==> config.mk <==
export PLATFORM = sky130hd
export DESIGN_NAME = sync_handshake_tx
export DESIGN_NICKNAME = d
export VERILOG_FILES = /design/src/rtl/sync_handshake_tx.sv
export SDC_FILE = /design/constraint.sdc
export NUM_CORES = 1
export LEC_CHECK = 0
export CAP_MARGIN = 20
export CORE_UTILIZATION = 40
export DETAILED_ROUTE_END_ITERATION = 12
export DONT_BUFFER_PORTS = 1
export GPL_TIMING_DRIVEN = 0
export SYNTH_ARGS = -nofsm -noshare
export SYNTH_HDL_FRONTEND = slang
export SYNTH_SLANG_ARGS = --single-unit
==> constraint.sdc <==
create_clock -name clk -period 2.7 [get_ports clk]
set_input_delay 0 -clock clk [delete_from_list [all_inputs] [get_ports clk]]
set_output_delay 0 -clock clk [all_outputs]
set_load 0.02 [all_outputs]
==> src/rtl/sync_handshake_tx.sv <==
// sync_handshake_tx
// Source side of a 4-phase req/ack crossing for one multi-bit word.
// A word is taken on the valid/ready port and held on x_data. x_req is raised
// toward the far domain, and the returning ack is synchronized before req is
// sequenced. Waits in REQ and REL are bounded by TIMEOUT (0 = wait forever).
module sync_handshake_tx #(
    parameter int unsigned DATA_WIDTH  = 8,
    parameter int unsigned SYNC_STAGES = 2,
    parameter int unsigned TIMEOUT     = 1023
) (
    input  logic                  clk,
    input  logic                  rst,
    input  logic                  s_valid,
    input  logic [DATA_WIDTH-1:0] s_data,
    output logic                  s_ready,
    output logic [DATA_WIDTH-1:0] x_data,
    output logic                  x_req,
    input  logic                  x_ack_async,
    output logic                  done,
    output logic                  timeout_err,
    input  logic                  err_clr
);

    localparam int unsigned TO_W       = (TIMEOUT == 0) ? 1 : $clog2(TIMEOUT + 1);
    localparam int unsigned CNT_LAST_I = (TIMEOUT == 0) ? 0 : TIMEOUT - 1;
    localparam logic [TO_W-1:0] CNT_LAST = CNT_LAST_I[TO_W-1:0];

    typedef enum logic [1:0] {
        IDLE,
        REQ,
        REL
    } state_t;

    state_t                  state, state_d;
    logic [SYNC_STAGES-1:0]  ack_sync;
    logic                    ack_s;
    logic [TO_W-1:0]         cnt, cnt_d;
    logic [DATA_WIDTH-1:0]   data_d;
    logic                    req_d;
    logic                    done_d;
    logic                    err_d;
    logic                    abort, abort_d;
    logic                    cnt_expired;

    assign ack_s       = ack_sync[SYNC_STAGES-1];
    assign s_ready     = (state == IDLE);
    assign cnt_expired = (TIMEOUT != 0) && (cnt == CNT_LAST);

    // Ack synchronizer: plain shift chain, ack_s is the last stage.
    always_ff @(posedge clk) begin
        if (rst) begin
            ack_sync <= '0;
        end else begin
            ack_sync <= {ack_sync[SYNC_STAGES-2:0], x_ack_async};
        end
    end

    // Next-state and next-output logic for the IDLE/REQ/REL sequence.
    always_comb begin
        state_d = state;
        data_d  = x_data;
        req_d   = x_req;
        cnt_d   = cnt;
        done_d  = 1'b0;
        abort_d = abort;
        // Clear first so a timeout in the same cycle wins.
        err_d   = err_clr ? 1'b0 : timeout_err;

        case (state)
            IDLE: begin
                if (s_valid) begin
                    data_d  = s_data;
                    req_d   = 1'b1;
                    cnt_d   = '0;
                    state_d = REQ;
                end
            end
            REQ: begin
                if (ack_s) begin
                    req_d   = 1'b0;
                    cnt_d   = '0;
                    state_d = REL;
                end else if (cnt_expired) begin
                    req_d   = 1'b0;
                    err_d   = 1'b1;
                    cnt_d   = '0;
                    abort_d = 1'b1;
                    state_d = REL;
                end else if (TIMEOUT != 0) begin
                    cnt_d = cnt + TO_W'(1);
                end
            end
            REL: begin
                if (!ack_s) begin
                    done_d  = !abort;
                    abort_d = 1'b0;
                    state_d = IDLE;
                end else if (cnt_expired) begin
                    err_d   = 1'b1;
                    abort_d = 1'b0;
                    state_d = IDLE;
                end else if (TIMEOUT != 0) begin
                    cnt_d = cnt + TO_W'(1);
                end
            end
            default: begin
                state_d = IDLE;
            end
        endcase
    end

    // State, held word, request and status registers.
    always_ff @(posedge clk) begin
        if (rst) begin
            state       <= IDLE;
            x_data      <= '0;
            x_req       <= 1'b0;
            cnt         <= '0;
            done        <= 1'b0;
            timeout_err <= 1'b0;
            abort       <= 1'b0;
        end else begin
            state       <= state_d;
            x_data      <= data_d;
            x_req       <= req_d;
            cnt         <= cnt_d;
            done        <= done_d;
            timeout_err <= err_d;
            abort       <= abort_d;
        end
    end

endmodule

==> results of run 1 <==
[registers in the layout, summed over array words and instances, names as in the netlist]
| signal | flops |
|---|---|
| x_data | 8 |
| abort | 1 |
| cnt | 10 |
| state | 2 |
| x_req | 1 |
| ack_sync | 2 |
| timeout_err | 1 |
| done | 1 |
[worst paths after layout]
kind / start / to / slack (ns)
setup reg to reg: state[0] / cnt[6] / 0.75
setup / recovery: state[0] / cnt[6] / 0.75
hold reg to reg: ack_sync[0] / ack_sync[1] / 0.45
hold / removal: s_valid / state[1] / 0.03
[timing repair]
item | 4_1_cts | 5_1_grt
hold endpoints to repair | 10 | 0
hold buffers | 10 | 0
gates resized for setup | 0 | 0
[tightest hold or removal path, cell delays in order]
cell	delay [ns]
nor2b_1	0.05
a21oi_2	0.11
mux2i_1	0.09
nor2_1	0.07
[report_power, final]
part,internal [mW],total [mW],switching (mW)
Clock,0.150,0.265,0.115
Sequential,0.404,0.437,0.0327
Combinational,0.0579,0.147,0.0887
[cell type report]
class                           instances  area (um^2)  area share (%)
Multi-Input combinational cell        108          676            45.6
Sequential cell                        26          520            35.1
Timing Repair Buffer                   10          100            6.75
Tap cell                               44         55.1            3.71
Inverter                               14         52.6            3.54
Clock inverter                          1         30.0            2.03
Buffer                                  5         26.3            1.77
Clock buffer                            3         22.5            1.52
[Yosys cell counts, drive strengths merged (4+ instances only)]
library cell	instances
nand4	4
o21ai	9
or3	5
nand3	13
nor2b	4
a21oi	23
clkbuf	4
ha	6
nand2	19
dfxtp	26
inv	13
[through the flow]
| stage | cell area (um^2) | hold WS [ns] | total power [mW] | utilization [%] |
|---|---|---|---|---|
| finish | 1480 | 0.0260 | 0.848 | 49.0 |
| global route | 1480 | 0.0251 | 0.902 | 49.0 |
| CTS | 1480 | 0.0143 | 0.860 | 49.0 |
| detailed placement | 1330 | 0.144 | 0.580 | 43.9 |
| global placement | 1330 | 0.129 | 0.574 | 43.9 |
| floorplan | 1270 | 0.128 | 0.552 | - |
[layer usage]
metal | vias to the layer above | track usage (%) | routed length (um)
met3 | 7 | 2.64 | 92
met1 | 512 | 20.8 | 1210
met5 | - | 0 | 0
met2 | 23 | 27.8 | 1270
li1 | 555 | - | -
met4 | 0 | 7.48 | 63
[cells in the final DEF, fill, tap and decap left out, types with 2 or more instances in the layout]
cell            n
clkbuf_4        3
a21oi_1        21
clkbuf_1        4
mux2i_1         3
inv_1          13
a21oi_2         2
nor3_2          2
o21ai_0         2
o21ai_1         7
ha_1            6
dfxtp_1        26
nand3_1        13
and3_1          2
dlygate4sd3_1  10
nor2b_1         4
nand2b_1        2
nand4_1         3
or3_1           5
nor2_1          3
nand2_1        19
[cells by family (layout without fill, tap and decap cells)]
kind of cell    after synthesis  in the layout
buf+inv                      19             33
fa+ha+maj                     7              7
compound gates               37             37
mux                           3              3
flops                        26             26
simple gates                 61             61
==> metrics.txt, run 1 <==
outcome=finished, final reports clean; largest net degree at the start of global routing=16; Post-Synthesis Net Count=172; Synth-to-Final Area Change=16.3%; Yosys cell types=34; CTS Buf Count=3; critical path fanouts, max=4; Max-Cap Viols=0; clock sink total=26; final WL=2640 um; Synth Area in Simple Gates=27.1%; top_reg_cell synth=dfxtp_1; Critical Path RT=2.96 ns; clock buffer depth=2; Final Hold Fails=0; synthesized instance count=153; DRT antenna net count=0; CP arrival=2.22 ns; Avg Cell Area, Syn=8.33 um^2; Initial DRT Pass Iterations=4; final net count=187; VDD IR-drop max=0.262 mV; postcts setup bufs=0; RSZ-0062 raised after global routing=false; Mapped Area=1270 um^2; R2R cell count=7; Leak=0.531 nW; mux cell area share after synthesis=2.36%; critical path's top delay family=simple AND/OR/NAND/NOR gates; layout cell share with drive strength beyond 1=8.38%; XOR/XNOR Fraction of Synth Area=0%; Final Skew=0.00235 ns; initial antenna violation count=0; worst-path cell chain=inv_1 -> ha_1 -> nor2b_1 -> nor3_2 -> nor3b_2 -> a21oi_1 -> a21oi_1; CTS tree=yes; total track usage=16.5%; Seq/Total Area, Yosys=40.8%; Place WS=0.778 ns; largest family of logic cells by synthesized area=simple AND/OR/NAND/NOR gates; Tcrit/Tclk final=72.4%; CP Class=reg2reg; placed insts=197; # port buffers=0; setup TNS=0 ns; Post-Synth Adder-Cell Area=6.77%; CP bufs+invs=1; cell mode on critical path=a21oi_1; Min-Delay Path Depth=4; clock root buffer=clkbuf_4; Synth Register Bits=26; startpoint type of the worst setup path=flop; slowest stage cell, crit path=dfxtp_1; grt total ovfl=0; initial DRC count=36; Synth Area in Compound Gates=16.8%; Hold WC Path Type=in2reg; drc violations=0; Post-synth EDFFs=0; htree depth=1; Via density=5.20; Antenna Cells=0; vias post-DR=1097; GP Congestion=0.822; vias in the first global route=997; core area=3030 um^2; Die Area=3420 um^2; total I/O pin count=25; Slew @ Worst Pin=0.462 ns; clock slew at reported path FFs=0.14 ns; final setup violation count=0; Detailed Place HPWL=1820 um; min Tclk post-route=1.95 ns; clk_lat worst skew=0.32 ns; Worst path depth=7; Die Width=58.5 um; crit path capture type=flop; Yosys top cell by area=dfxtp_1; FMAX=0.512 GHz; fraction of registers with async set/reset=0%; WL per Instance=12.5 um; Die Height=58.5 um; global-route wire length before repair=4350 um; pwr dens=572 nW/um^2; slew margin rel.=69.2%; final non-filler cell total=211; delay of the slowest critical-path stage=0.41 ns; FP Rows=20; yosys warns=0; Slew Viols, Final=0; Initial Util=42.1%; fill count=290; top cell type's share of synthesized area=40.8%; Worst Setup Slack, final=0.746 ns; synth top area cells=dfxtp_1 (41%), a21oi_1 (8.2%), ha_1 (5.9%)
Power figures use the tool's default switching activity.
==> inputs of run 2 (changes only) <==
Clock period 2.7 ns to 1.8 ns, I/O delays scaled along.
==> metrics.txt, run 2 (synthesis results as in run 1) <==
initial antenna violation count=0; Die Area=3420 um^2; dpl cell area=1330 um^2; pwr dens=812 nW/um^2; Leak=0.632 nW; Max-Cap Viols=0; multi-input logic area=785 um^2; WL per Instance=13.9 um; total track usage=17.0%; critical path endpoint=cnt[1]; Slew Viols, Final=0; CP Class=reg2reg; most common cell after layout, fill and taps aside=dfxtp_1; Tcrit/Tclk final=99.4%; crit path capture type=flop; RSZ-0062 raised after global routing=true; Hold WC Path Type=in2reg; clock slew at reported path FFs=0.14 ns; Via density=5.23; VDD IR-drop max=0.418 mV; Regs by FF count=cnt x10, x_data x8; setup TNS=0 ns; Reg with most FFs=cnt; final WL=3120 um; max reg flops=10; drc violations=0; CTS Buf Count=3; vias post-DR=1176; total I/O pin count=25; FP Rows=20; min Tclk post-route=1.79 ns; CTS tree=yes; global-route wire length before repair=4500 um; Critical Path RT=2.03 ns; cell mode on critical path=buf_6; DRT antenna net count=0; Initial Util=42.1%; clock root buffer=clkbuf_4; grt total ovfl=0; Worst Setup Slack, final=0.0108 ns; largest net degree at the start of global routing=16; slew margin rel.=64.3%; slowest stage cell, crit path=dfxtp_4; # port buffers=0; vias in the first global route=1021; clk_lat worst skew=0.32 ns; Detailed Place HPWL=1820 um; delay of the slowest critical-path stage=0.38 ns; initial DRC count=41; final setup violation count=0; htree depth=1; Die Width=58.5 um; layout cell share with drive strength beyond 1=27.1%; core area=3030 um^2; Antenna Cells=0; Final Skew=0.00342 ns; startpoint type of the worst setup path=flop; Synth-to-Final Area Change=36.8%; storage element area=533 um^2; critical path fanouts, max=5; FF-to-FF End=cnt[1]; GP Congestion=0.822; Finished Cell Area=1740 um^2; clock buffer depth=2; Place WS=-0.122 ns; Slew @ Worst Pin=0.535 ns; outcome=finished, final reports clean; R2R cell count=10; Final Hold Fails=0; R2R Path Start=state[1]; reg2reg setup slack=0.01 ns; Final Core Density=57.6%; beginning of the critical path=state[1]; worst-path cell chain=buf_6 -> ha_4 -> nor2b_2 -> nor3_4 -> buf_6 -> o22ai_4 -> buf_12 -> buf_4 -> nand2_1 -> o21ai_1; total power=1.42 mW; fill count=257; FMAX=0.559 GHz; Die Height=58.5 um; final net count=201; Initial DRT Pass Iterations=4; most frequent cells in the layout=dfxtp_1 (22), nand2_1 (19), a21oi_1 (18); CP arrival=2.02 ns; clock sink total=26
[run 2: cell count changes in the layout (fill, tap and decap cells not counted), moves of 3 or more]
cell / previous run / this run
inv_1: 13 / 8
a21oi_1: 21 / 18
buf_4: 0 / 9
dfxtp_4: 0 / 3
inv_4: 0 / 3
ha_1: 6 / 2
ha_4: 0 / 3
dfxtp_1: 26 / 22
buf_6: 1 / 5
[run 2: worst min-delay path by stage]
stage	from	end	slack (ns)	depth (start not counted)
3_3_place_gp	x_ack_async	ack_sync[0]	0.13	1
2_1_floorplan	x_ack_async	ack_sync[0]	0.13	1
4_1_cts	s_valid	state[1]	0.002	4
3_5_place_dp	x_ack_async	ack_sync[0]	0.14	1
5_1_grt	s_valid	x_data[6]	0.03	3
6_report	s_valid	state[1]	0.003	4
[run 2: routing by layer]
layer  wire length [um]  track usage, %  up-vias
met4                 61            7.48        0
li1                   -               -      590
met1               1360            21.4      556
met5                  0               0        -
met2               1610            28.9       23
met3                 91            2.64        7
[run 2: per-stage QoR]
stage / hold WS, ns / instances
after detailed placement: 0.144 / 197
final: 0.00265 / 225
after floorplan: 0.128 / 153
after global routing: 0.0277 / 225
after global placement: 0.129 / 197
after CTS: 0.00172 / 214
[run 2: final cells by class]
type	count	share of cell area, %
clock buffer	3	1.29
clock inverter	1	1.72
multi-input combinational	108	45.0
buffer	5	1.51
sequential	26	30.6
tap	44	3.16
timing repair buffer	24	13.3
inverter	14	3.44
[run 2: where the power goes]
| group | internal [mW] | total (mW) | switching [mW] | leakage [nW] |
|---|---|---|---|---|
| clock | 0.225 | 0.400 | 0.175 | 0.0279 |
| combinational | 0.177 | 0.358 | 0.180 | 0.389 |
| sequential | 0.607 | 0.659 | 0.0521 | 0.214 |
| total | 1.01 | 1.42 | 0.407 | 0.632 |
[run 2: worst max-delay path: cells and delay by family, from the launching register on]
| family | cells | cell delay [ns] |
|---|---|---|
| buffers and inverters | 4 | 0.55 |
| AND/OR/NAND/NOR | 3 | 0.46 |
| flip-flops | 1 | 0.38 |
| AO/OA/AOI/OAI | 2 | 0.13 |
| adder cells (fa/ha/maj) | 1 | 0.17 |
[run 2: repair_timing]
| item | in CTS | in global routing |
|---|---|---|
| hold endpoints to repair | 10 | 0 |
| hold buffers | 10 | 0 |
| setup endpoints to repair | 10 | 11 |
| pin swaps | 2 | 8 |
| setup buffers | 3 | 11 |
| resized for setup | 10 | 30 |
==> inputs of run 3 (changes only) <==
Settings changed: REMOVE_ABC_BUFFERS set to 1.
==> metrics.txt, run 3 (synthesis results as in run 1) <==
Int Power=0.877 mW; clock buffer depth=2; CP arrival=2.02 ns; most frequent cells in the layout=dfxtp_1 (22), a21oi_1 (20), nand2_1 (18); VDD IR-drop max=0.665 mV; min Tclk post-route=1.76 ns; clk_lat worst skew=0.32 ns; Sequential Power Share=52.0%; total power=1.27 mW; Hold WC Path Type=in2reg; layout cell share with drive strength beyond 1=22.1%; total I/O pin count=25; fill count=274; Critical Path RT=2.06 ns; clock slew at reported path FFs=0.14 ns; CTS Buf Count=3; Antenna Cells=0; max reg flops=10; final net count=192; Via density=5.17; Clk network pwr share=23.2%; Reg with most FFs=cnt; # port buffers=0; Min-Delay Path Depth=4; Slew Viols, Final=0; RSZ-0062 raised after global routing=true; Hold Path Sink=state[1]; grt total ovfl=0; total track usage=16.9%; Slew @ Worst Pin=0.750 ns; final WL=2940 um; GP Congestion=0.802; htree depth=1; reg2reg setup slack=0.04 ns; vias post-DR=1116; CP Class=reg2reg; dpl cell area=1300 um^2; R2R Path Start=state[0]; critical path's top delay family=simple AND/OR/NAND/NOR gates; delay of the slowest critical-path stage=0.39 ns; Final Hold Fails=0; Max-Cap Viols=0; Final Core Density=54.8%; final setup violation count=0; slowest stage cell, crit path=dfxtp_4; drc violations=0; Synth-to-Final Area Change=30.1%; clock root buffer=clkbuf_4; FP Rows=20; WHS=0.0299 ns; vias in the first global route=939; Detailed Place HPWL=1780 um; most common cell after layout, fill and taps aside=dfxtp_1; Psw=0.388 mW; CTS tree=yes; Tcrit/Tclk final=97.5%; clock sink total=26; worst-path cell chain=buf_4 -> ha_4 -> nand2b_4 -> a211o_4 -> nand3b_4 -> or3_1 -> o21ai_1; Logic pwr share=24.8%; FF-to-FF End=cnt[3]; startpoint type of the worst setup path=flop; slew margin rel.=49.9%; Leak=0.588 nW; largest net degree at the start of global routing=18; core area=3030 um^2; setup TNS=0 ns; outcome=finished, final reports clean; crit path capture type=flop; Initial DRT Pass Iterations=4; CP bufs+invs=1; Regs by FF count=cnt x10, x_data x8; WL per Instance=13.6 um; Finished Cell Area=1660 um^2; Die Area=3420 um^2; HP Start=s_valid; critical path fanouts, max=5; initial DRC count=48; Die Height=58.5 um; global-route wire length before repair=4420 um; DRT antenna net count=0; initial antenna violation count=0; Initial Util=42.1%; Final Skew=0.00389 ns; pwr dens=763 nW/um^2; R2R cell count=7; Die Width=58.5 um; Sw Ratio=30.7%; FMAX=0.570 GHz
-- run 3: changes by cell type in the layout (fill, tap and decap cells not counted), sizes merged --
cell,change
bufinv,-1
buf,-9
clkdlybuf4s18,+1
dlygate4sd3,+3
clkbuf,-3
-- run 3: how the worst max path moves through the flow --
| stage | endpoint | slack (ns) | cells past startpoint | startpoint |
|---|---|---|---|---|
| 6_report | cnt[3] | 0.04 | 7 | state[0] |
| 5_1_grt | state[1] | -0.08 | 7 | cnt[0] |
| 4_1_cts | cnt[3] | 0.005 | 7 | state[0] |
| 3_5_place_dp | cnt[2] | -0.32 | 7 | state[0] |
| 3_3_place_gp | cnt[6] | -0.24 | 7 | state[0] |
| 2_1_floorplan | cnt[3] | -0.03 | 7 | state[0] |
-- run 3: per-stage QoR --
stage / setup slack [ns] / cells
6_report: 0.0447 / 216
5_1_grt: -0.0789 / 216
4_1_cts: 0.00478 / 211
3_5_place_dp: -0.316 / 192
3_3_place_gp: -0.240 / 192
2_1_floorplan: -0.0312 / 148
-- run 3: worst min-delay path, stage by stage --
cell and delay, ns:
nor2b_4 0.03, a21oi_2 0.11, mux2i_1 0.09, nor2_1 0.09
-- run 3: layout make-up --
class                      instances  area [um^2]  share of cell area, %
clock buffer                       4         36.3                   2.19
inverter                          14         57.6                   3.47
multi-input combinational        108          788                   47.5
sequential                        26          533                   32.1
tap                               44         55.1                   3.32
timing repair buffer              20          189                   11.4
-- run 3: repair_timing --
action | 4_1_cts | 5_1_grt
hold buffers | 12 | 1
buffers inserted | 3 | 4
hold endpoints to repair | 19 | 1
pin swaps | 4 | 9
endpoints found under the setup margin | 11 | 12
resized for setup | 17 | 16
-- run 3: metal layers --
metal	vias up	wire [um]	global-route usage (%)
met5	-	0	0
met4	0	12	2.04
met3	2	74	4.62
met2	18	1460	27.3
met1	526	1390	23.4
li1	570	-	-
-- run 3: power groups by stage --
| stage | registers (mW) | logic (mW) | clock network (mW) |
|---|---|---|---|
| global route | 0.663 | 0.338 | 0.334 |
| floorplan | 0.662 | 0.155 | 0 |
| CTS | 0.657 | 0.277 | 0.305 |
| finish | 0.658 | 0.314 | 0.293 |
| global placement | 0.667 | 0.181 | 0 |
| detailed placement | 0.667 | 0.188 | 0 |
